## src/rtl/apu_pkg.sv

```systemverilog
// Shared APU constants and types for the mixer and its PDM back end.
package apu_pkg;

  localparam int APU_NUM_CHANNELS  = 4;
  localparam int APU_CH_WIDTH      = 9;
  localparam int APU_VOL_WIDTH     = 4;
  localparam int APU_OUT_WIDTH     = 16;
  // Sum of NUM_CHANNELS full-scale products; sized so the accumulator never wraps.
  localparam int APU_MIX_ACC_WIDTH = APU_CH_WIDTH + APU_VOL_WIDTH + $clog2(APU_NUM_CHANNELS);

  typedef enum logic [1:0] {
    MIX_IDLE,
    MIX_ACC,
    MIX_OUT
  } mix_state_e;

endpackage

```

## src/rtl/apu_pdm_modulator.sv

```systemverilog
// First-order sigma-delta modulator: the density of ones on o_pdm tracks
// i_sample / 2^WIDTH. The carry out of the phase accumulator is the bit stream.
module apu_pdm_modulator
  import apu_pkg::*;
#(
  parameter int WIDTH = APU_OUT_WIDTH
) (
  input  logic             i_clk,
  input  logic             i_rst,
  input  logic [WIDTH-1:0] i_sample,
  output logic             o_pdm
);

  logic [WIDTH-1:0] pdm_acc;
  logic [WIDTH:0]   pdm_sum;

  // Phase accumulator plus incoming sample, with the carry kept as the top bit.
  always_comb begin
    pdm_sum = {1'b0, pdm_acc} + {1'b0, i_sample};
  end

  // Advance the accumulator every clock and register the carry as the output bit.
  always_ff @(posedge i_clk or posedge i_rst) begin
    if (i_rst) begin
      pdm_acc <= '0;
      o_pdm   <= 1'b0;
    end else begin
      pdm_acc <= pdm_sum[WIDTH-1:0];
      o_pdm   <= pdm_sum[WIDTH];
    end
  end

endmodule

```

## src/rtl/apu_mixer.sv

```systemverilog
// APU channel mixer: snapshots the channel samples on a strobe, multiplies each
// by its volume (or zero when muted) one channel per clock, then shifts and
// saturates the sum into an unsigned output sample with a one-cycle valid.
// The final sum is saturated as the last channel is accumulated, so the new
// sample and its valid pulse are visible during the OUT cycle, where a strobe
// is still rejected. Optional feature: define APU_MIXER_PDM_EN to add o_pdm
// and the sigma-delta modulator fed from o_sample.
module apu_mixer
  import apu_pkg::*;
#(
  parameter int NUM_CHANNELS = APU_NUM_CHANNELS,
  parameter int CH_WIDTH     = APU_CH_WIDTH,
  parameter int VOL_WIDTH    = APU_VOL_WIDTH,
  parameter int OUT_WIDTH    = APU_OUT_WIDTH
) (
  input  logic                              i_clk,
  input  logic                              i_rst,
  input  logic                              i_sample_stb,
  input  logic [NUM_CHANNELS*CH_WIDTH-1:0]  i_channels,
  input  logic [NUM_CHANNELS*VOL_WIDTH-1:0] i_volume,
  input  logic [NUM_CHANNELS-1:0]           i_mute,
  input  logic [1:0]                        i_master_shift,
  output logic [OUT_WIDTH-1:0]              o_sample,
  output logic                              o_sample_valid,
  output logic                              o_busy,
`ifdef APU_MIXER_PDM_EN
  output logic                              o_pdm,
`endif
  output logic                              o_overrun
);

  localparam int PROD_W = CH_WIDTH + VOL_WIDTH;
  localparam int ACC_W  = PROD_W + $clog2(NUM_CHANNELS);
  localparam int SHF_W  = ACC_W + 3;
  localparam int IDX_W  = (NUM_CHANNELS > 1) ? $clog2(NUM_CHANNELS) : 1;
  localparam logic [IDX_W-1:0] LAST_IDX = IDX_W'(NUM_CHANNELS - 1);

  mix_state_e                        state;
  logic [IDX_W-1:0]                  idx;
  logic [ACC_W-1:0]                  acc;
  logic [NUM_CHANNELS*CH_WIDTH-1:0]  ch_q;
  logic [NUM_CHANNELS*VOL_WIDTH-1:0] vol_q;
  logic [NUM_CHANNELS-1:0]           mute_q;
  logic [1:0]                        shift_q;

  logic [CH_WIDTH-1:0]  ch_sel;
  logic [VOL_WIDTH-1:0] vol_sel;
  logic [PROD_W-1:0]    product;
  logic [PROD_W-1:0]    term;
  logic [ACC_W-1:0]     acc_next;
  logic [SHF_W-1:0]     shifted;
  logic [OUT_WIDTH-1:0] sat_sample;

  // Serial MAC datapath for the channel selected by idx, plus shift and saturation
  // of the running sum (only consumed when idx is the last channel).
  always_comb begin
    // NOTE: every signal here is assigned on every pass, so no latch is inferred.
    ch_sel     = ch_q[idx*CH_WIDTH +: CH_WIDTH];
    vol_sel    = vol_q[idx*VOL_WIDTH +: VOL_WIDTH];
    product    = PROD_W'(ch_sel) * PROD_W'(vol_sel);
    term       = mute_q[idx] ? '0 : product;
    acc_next   = acc + ACC_W'(term);
    shifted    = SHF_W'(acc_next) << shift_q;
    sat_sample = (|shifted[SHF_W-1:OUT_WIDTH]) ? '1 : shifted[OUT_WIDTH-1:0];
  end

  // Mix sequencer: IDLE snapshots on strobe, ACC adds one channel per clock, OUT
  // is the cycle the new sample is presented; strobes outside IDLE flag overrun.
  always_ff @(posedge i_clk or posedge i_rst) begin
    if (i_rst) begin
      // NOTE: the snapshot registers are plain flops, not a RAM, so they are reset
      // along with the rest of the state to keep a clean, deterministic start.
      state          <= MIX_IDLE;
      idx            <= '0;
      acc            <= '0;
      ch_q           <= '0;
      vol_q          <= '0;
      mute_q         <= '0;
      shift_q        <= '0;
      o_sample       <= '0;
      o_sample_valid <= 1'b0;
      o_busy         <= 1'b0;
      o_overrun      <= 1'b0;
    end else begin
      // NOTE: non-blocking assignments so every register updates from pre-edge values.
      o_sample_valid <= 1'b0;
      if (i_sample_stb && (state != MIX_IDLE)) begin
        o_overrun <= 1'b1;
      end
      case (state)
        MIX_IDLE: begin
          if (i_sample_stb) begin
            ch_q    <= i_channels;
            vol_q   <= i_volume;
            mute_q  <= i_mute;
            shift_q <= i_master_shift;
            acc     <= '0;
            idx     <= '0;
            o_busy  <= 1'b1;
            state   <= MIX_ACC;
          end
        end
        MIX_ACC: begin
          acc <= acc_next;
          if (idx == LAST_IDX) begin
            o_sample       <= sat_sample;
            o_sample_valid <= 1'b1;
            o_busy         <= 1'b0;
            state          <= MIX_OUT;
          end else begin
            idx <= idx + 1'b1;
          end
        end
        MIX_OUT: begin
          state <= MIX_IDLE;
        end
        default: begin
          state <= MIX_IDLE;
        end
      endcase
    end
  end

`ifdef APU_MIXER_PDM_EN
  apu_pdm_modulator #(
    .WIDTH (OUT_WIDTH)
  ) u_pdm (
    .i_clk    (i_clk),
    .i_rst    (i_rst),
    .i_sample (o_sample),
    .o_pdm    (o_pdm)
  );
`endif

endmodule

```

## config.mk

```make
export PLATFORM = sky130hd
export DESIGN_NAME = apu_mixer
export DESIGN_NICKNAME = d
export VERILOG_FILES = /design/src/rtl/apu_pkg.sv /design/src/rtl/apu_pdm_modulator.sv /design/src/rtl/apu_mixer.sv
export SDC_FILE = /design/constraint.sdc
export NUM_CORES = 1
export LEC_CHECK = 0
export CAP_MARGIN = 0
export CORE_ASPECT_RATIO = 2
export CORE_MARGIN = 4
export CORE_UTILIZATION = 49
export CTS_CLUSTER_SIZE = 14
export DETAILED_ROUTE_END_ITERATION = 7
export GPL_ROUTABILITY_DRIVEN = 0
export PLACE_DENSITY = 0.72
export RECOVER_POWER = 25
export SLEW_MARGIN = 20
export SYNTH_ARGS = -nofsm -noshare
export SYNTH_HDL_FRONTEND = slang
export SYNTH_SLANG_ARGS = --single-unit
```

## constraint.sdc

```tcl
create_clock -name i_clk -period 7.34 [get_ports i_clk]
set_input_delay 0.734 -clock i_clk [delete_from_list [all_inputs] [get_ports i_clk]]
set_output_delay 0.734 -clock i_clk [all_outputs]
set_load 0.01 [all_outputs]
```

==> reports/results.ini <==
[clock_tree]
htreeDepth=3
clockBufferDepth=2
clk_pin_slew_ns=0.08
cts.repair.resized=0
clk_latency_ns=0.35
clock_sinks=96
cts_buffers=9
cts_tree=yes
hold_buffers=0
postCtsSetupBuffers=0
root_buffer=clkbuf_16

[worst_setup_path]
worstPathBufferInverterCount=2
worstPathCellList=mux4_2 -> and2_1 -> fa_1 -> inv_1 -> fa_1 -> inv_1 -> ha_1 -> a21oi_1 -> o21ai_0 -> a2111o_1 -> nand2_1 -> xor2_1 -> nor2_1 -> ha_1 -> nand2_1 -> a2111oi_4 -> a21oi_2 -> o211ai_4 -> nand4_4 -> or4_1 -> o221a_2
slowest_stage=dfrtp_1
crit_arrival_ns=6.96
crit_fanout=12
cp.required_ns=7.58
startpoint_type=flop
crit_type=reg2reg
worstSetupEndpointType=flop
critPathTopFamily=adder cells
r2r_slack_ns=0.61
critical_path.max_stage_delay_ns=0.76

[placed_design]
dp_cells=792
port_buffers=79
place_hpwl_um=11900

[drt]
drt_iter0_markers=227
viasPerCell=5.86
drc_errors=0
drtAntennaViolNets=0
first_pass_iters=4
wirelength_um=15100
avgRoutedWirePerCell_um=18.7
via_count=4731

[timing]
fmax_ghz=0.149
max_slew_margin=-0.331
period_share=0.916
slew_viol_final=16
hold_violations=0
fin_skew_ns=0.0119
period_needed_ns=6.73
finalSetupViolations=0
worst-slew-pin-transition_ns=1.99
rsz0062_at_grt=no
setup_tns_ns=0

[global_route]
grt_use_total=0.219
antenna_found_initial=0
grt_start_max_net_pins=75
gr-total-overflow=0
grt_pass1_vias=5179
grt_pass1_wl_um=24800

[final_layout]
final_cell_mix=96 x dfrtp_1, 62 x mux2_2, 58 x clkdlybuf4s50_1
areaGrowthSynthToFinish_pct=19.4
layout_commonest_cell=dfrtp_1
utilization=0.595
drive_gt1_frac=0.164
antennaDiodeCount=0
n_fill_cell=1072
stdcell_count=808
finalNetCount=760

[floorplan]
fp.coreArea_um2=12500
dieArea_um2=14700
die_h_um=167
row_count=58
ios=80
die_w_um=87.7
start_util=0.498

[synthesis]
postSynthAreaPerCell_um2=10.6
synth_edf_count=0
ys_seq_area_frac=0.386
synth-async-reset-ratio=1.00
ys.flop_type=dfrtp_1
ys_warn_count=0
syn_area_um2=6220
synth.distinct_cells=60
syn_nets=696
postSynthCellCount=589
ys_seq_elements=96

[worst_hold_path]
hold_class=reg2reg

[run_status]
violations=max-capacitance violations, max-slew violations
status=complete, but fails checks

[run]
drv_cap=1

## registers in the layout, summed over array words and instances, names as in the netlist
signal,flops
o_sample_valid,1
o_overrun,1
state,2
idx,2
vol_q,16
mute_q,4
shift_q,2
o_busy,1
acc,15
ch_q,36
o_sample,16
## cells by family after synthesis
kind of cell | count (synthesis) | synth area share
buffers and inverters | 62 | 0.0380
and+or+nand+nor | 165 | 0.133
DFF | 96 | 0.386
muxes | 85 | 0.179
AOI/OAI and AO/OA | 120 | 0.131
adders and majority gates | 46 | 0.111
xor gates and xnor gates | 15 | 0.0211
## metrics by stage
stage	instance area [um2]	hold slack [ns]	worst slack, ns
final	7430	0.472	0.615
after global routing	7430	0.510	0.115
after CTS	7430	0.478	0.639
after detailed placement	7120	0.458	0.660
after global placement	7120	0.458	0.815
after floorplan	6220	0.475	0.738
## synthesized netlist by cell type (5+ instances only)
library cell	number	area [um2]
nor3_1	13	65.1
o21ai_0	31	155
a31oi_1	7	43.8
mux2_2	62	698
a21o_1	10	75.1
fa_1	15	300
ha_1	31	388
buf_1	6	22.5
mux4_2	14	315
nand3_1	7	35.0
clkbuf_1	21	78.8
xnor2_1	8	70.1
o22ai_1	11	68.8
nor2b_1	7	43.8
nand2_1	51	191
nor2_1	32	120
inv_1	31	116
a21oi_1	21	105
and2_1	29	181
xor2_1	7	61.3
mux2i_1	8	80.1
a211oi_1	5	37.5
nand2b_1	9	56.3
dfrtp_1	96	2400
## path summary, 6_finish.rpt
check / from / end / depth (start not counted)
worst min-delay path: o_overrun / o_overrun / 1
worst max-delay path: idx[0] / o_sample[8] / 21
worst min register to register: o_overrun / o_overrun / 1
worst max register to register: idx[0] / o_sample[8] / 21
max in group asynchronous: i_rst / acc[10] / 3
min in group asynchronous: i_rst / o_busy / 2
## layer usage
layer,share of wire,up-vias,global-route usage
met1,0.34,2335,0.213
met5,0,-,0
met4,0.047,0,0.119
met2,0.59,118,0.423
met3,0.023,48,0.0261
li1,-,2230,-
## cell type report
cell class	count	area, um2	area share
Multi-Input combinational cell	431	3580	0.482
Sequential cell	96	2400	0.324
Timing Repair Buffer	83	821	0.111
Clock buffer	10	229	0.0308
Tap cell	150	188	0.0253
Inverter	32	121	0.0163
Clock inverter	6	83.8	0.0113
Power is left out: the tool's default activity adds up to more than one toggle a clock period on the data nets, which glitch-free logic cannot reach.
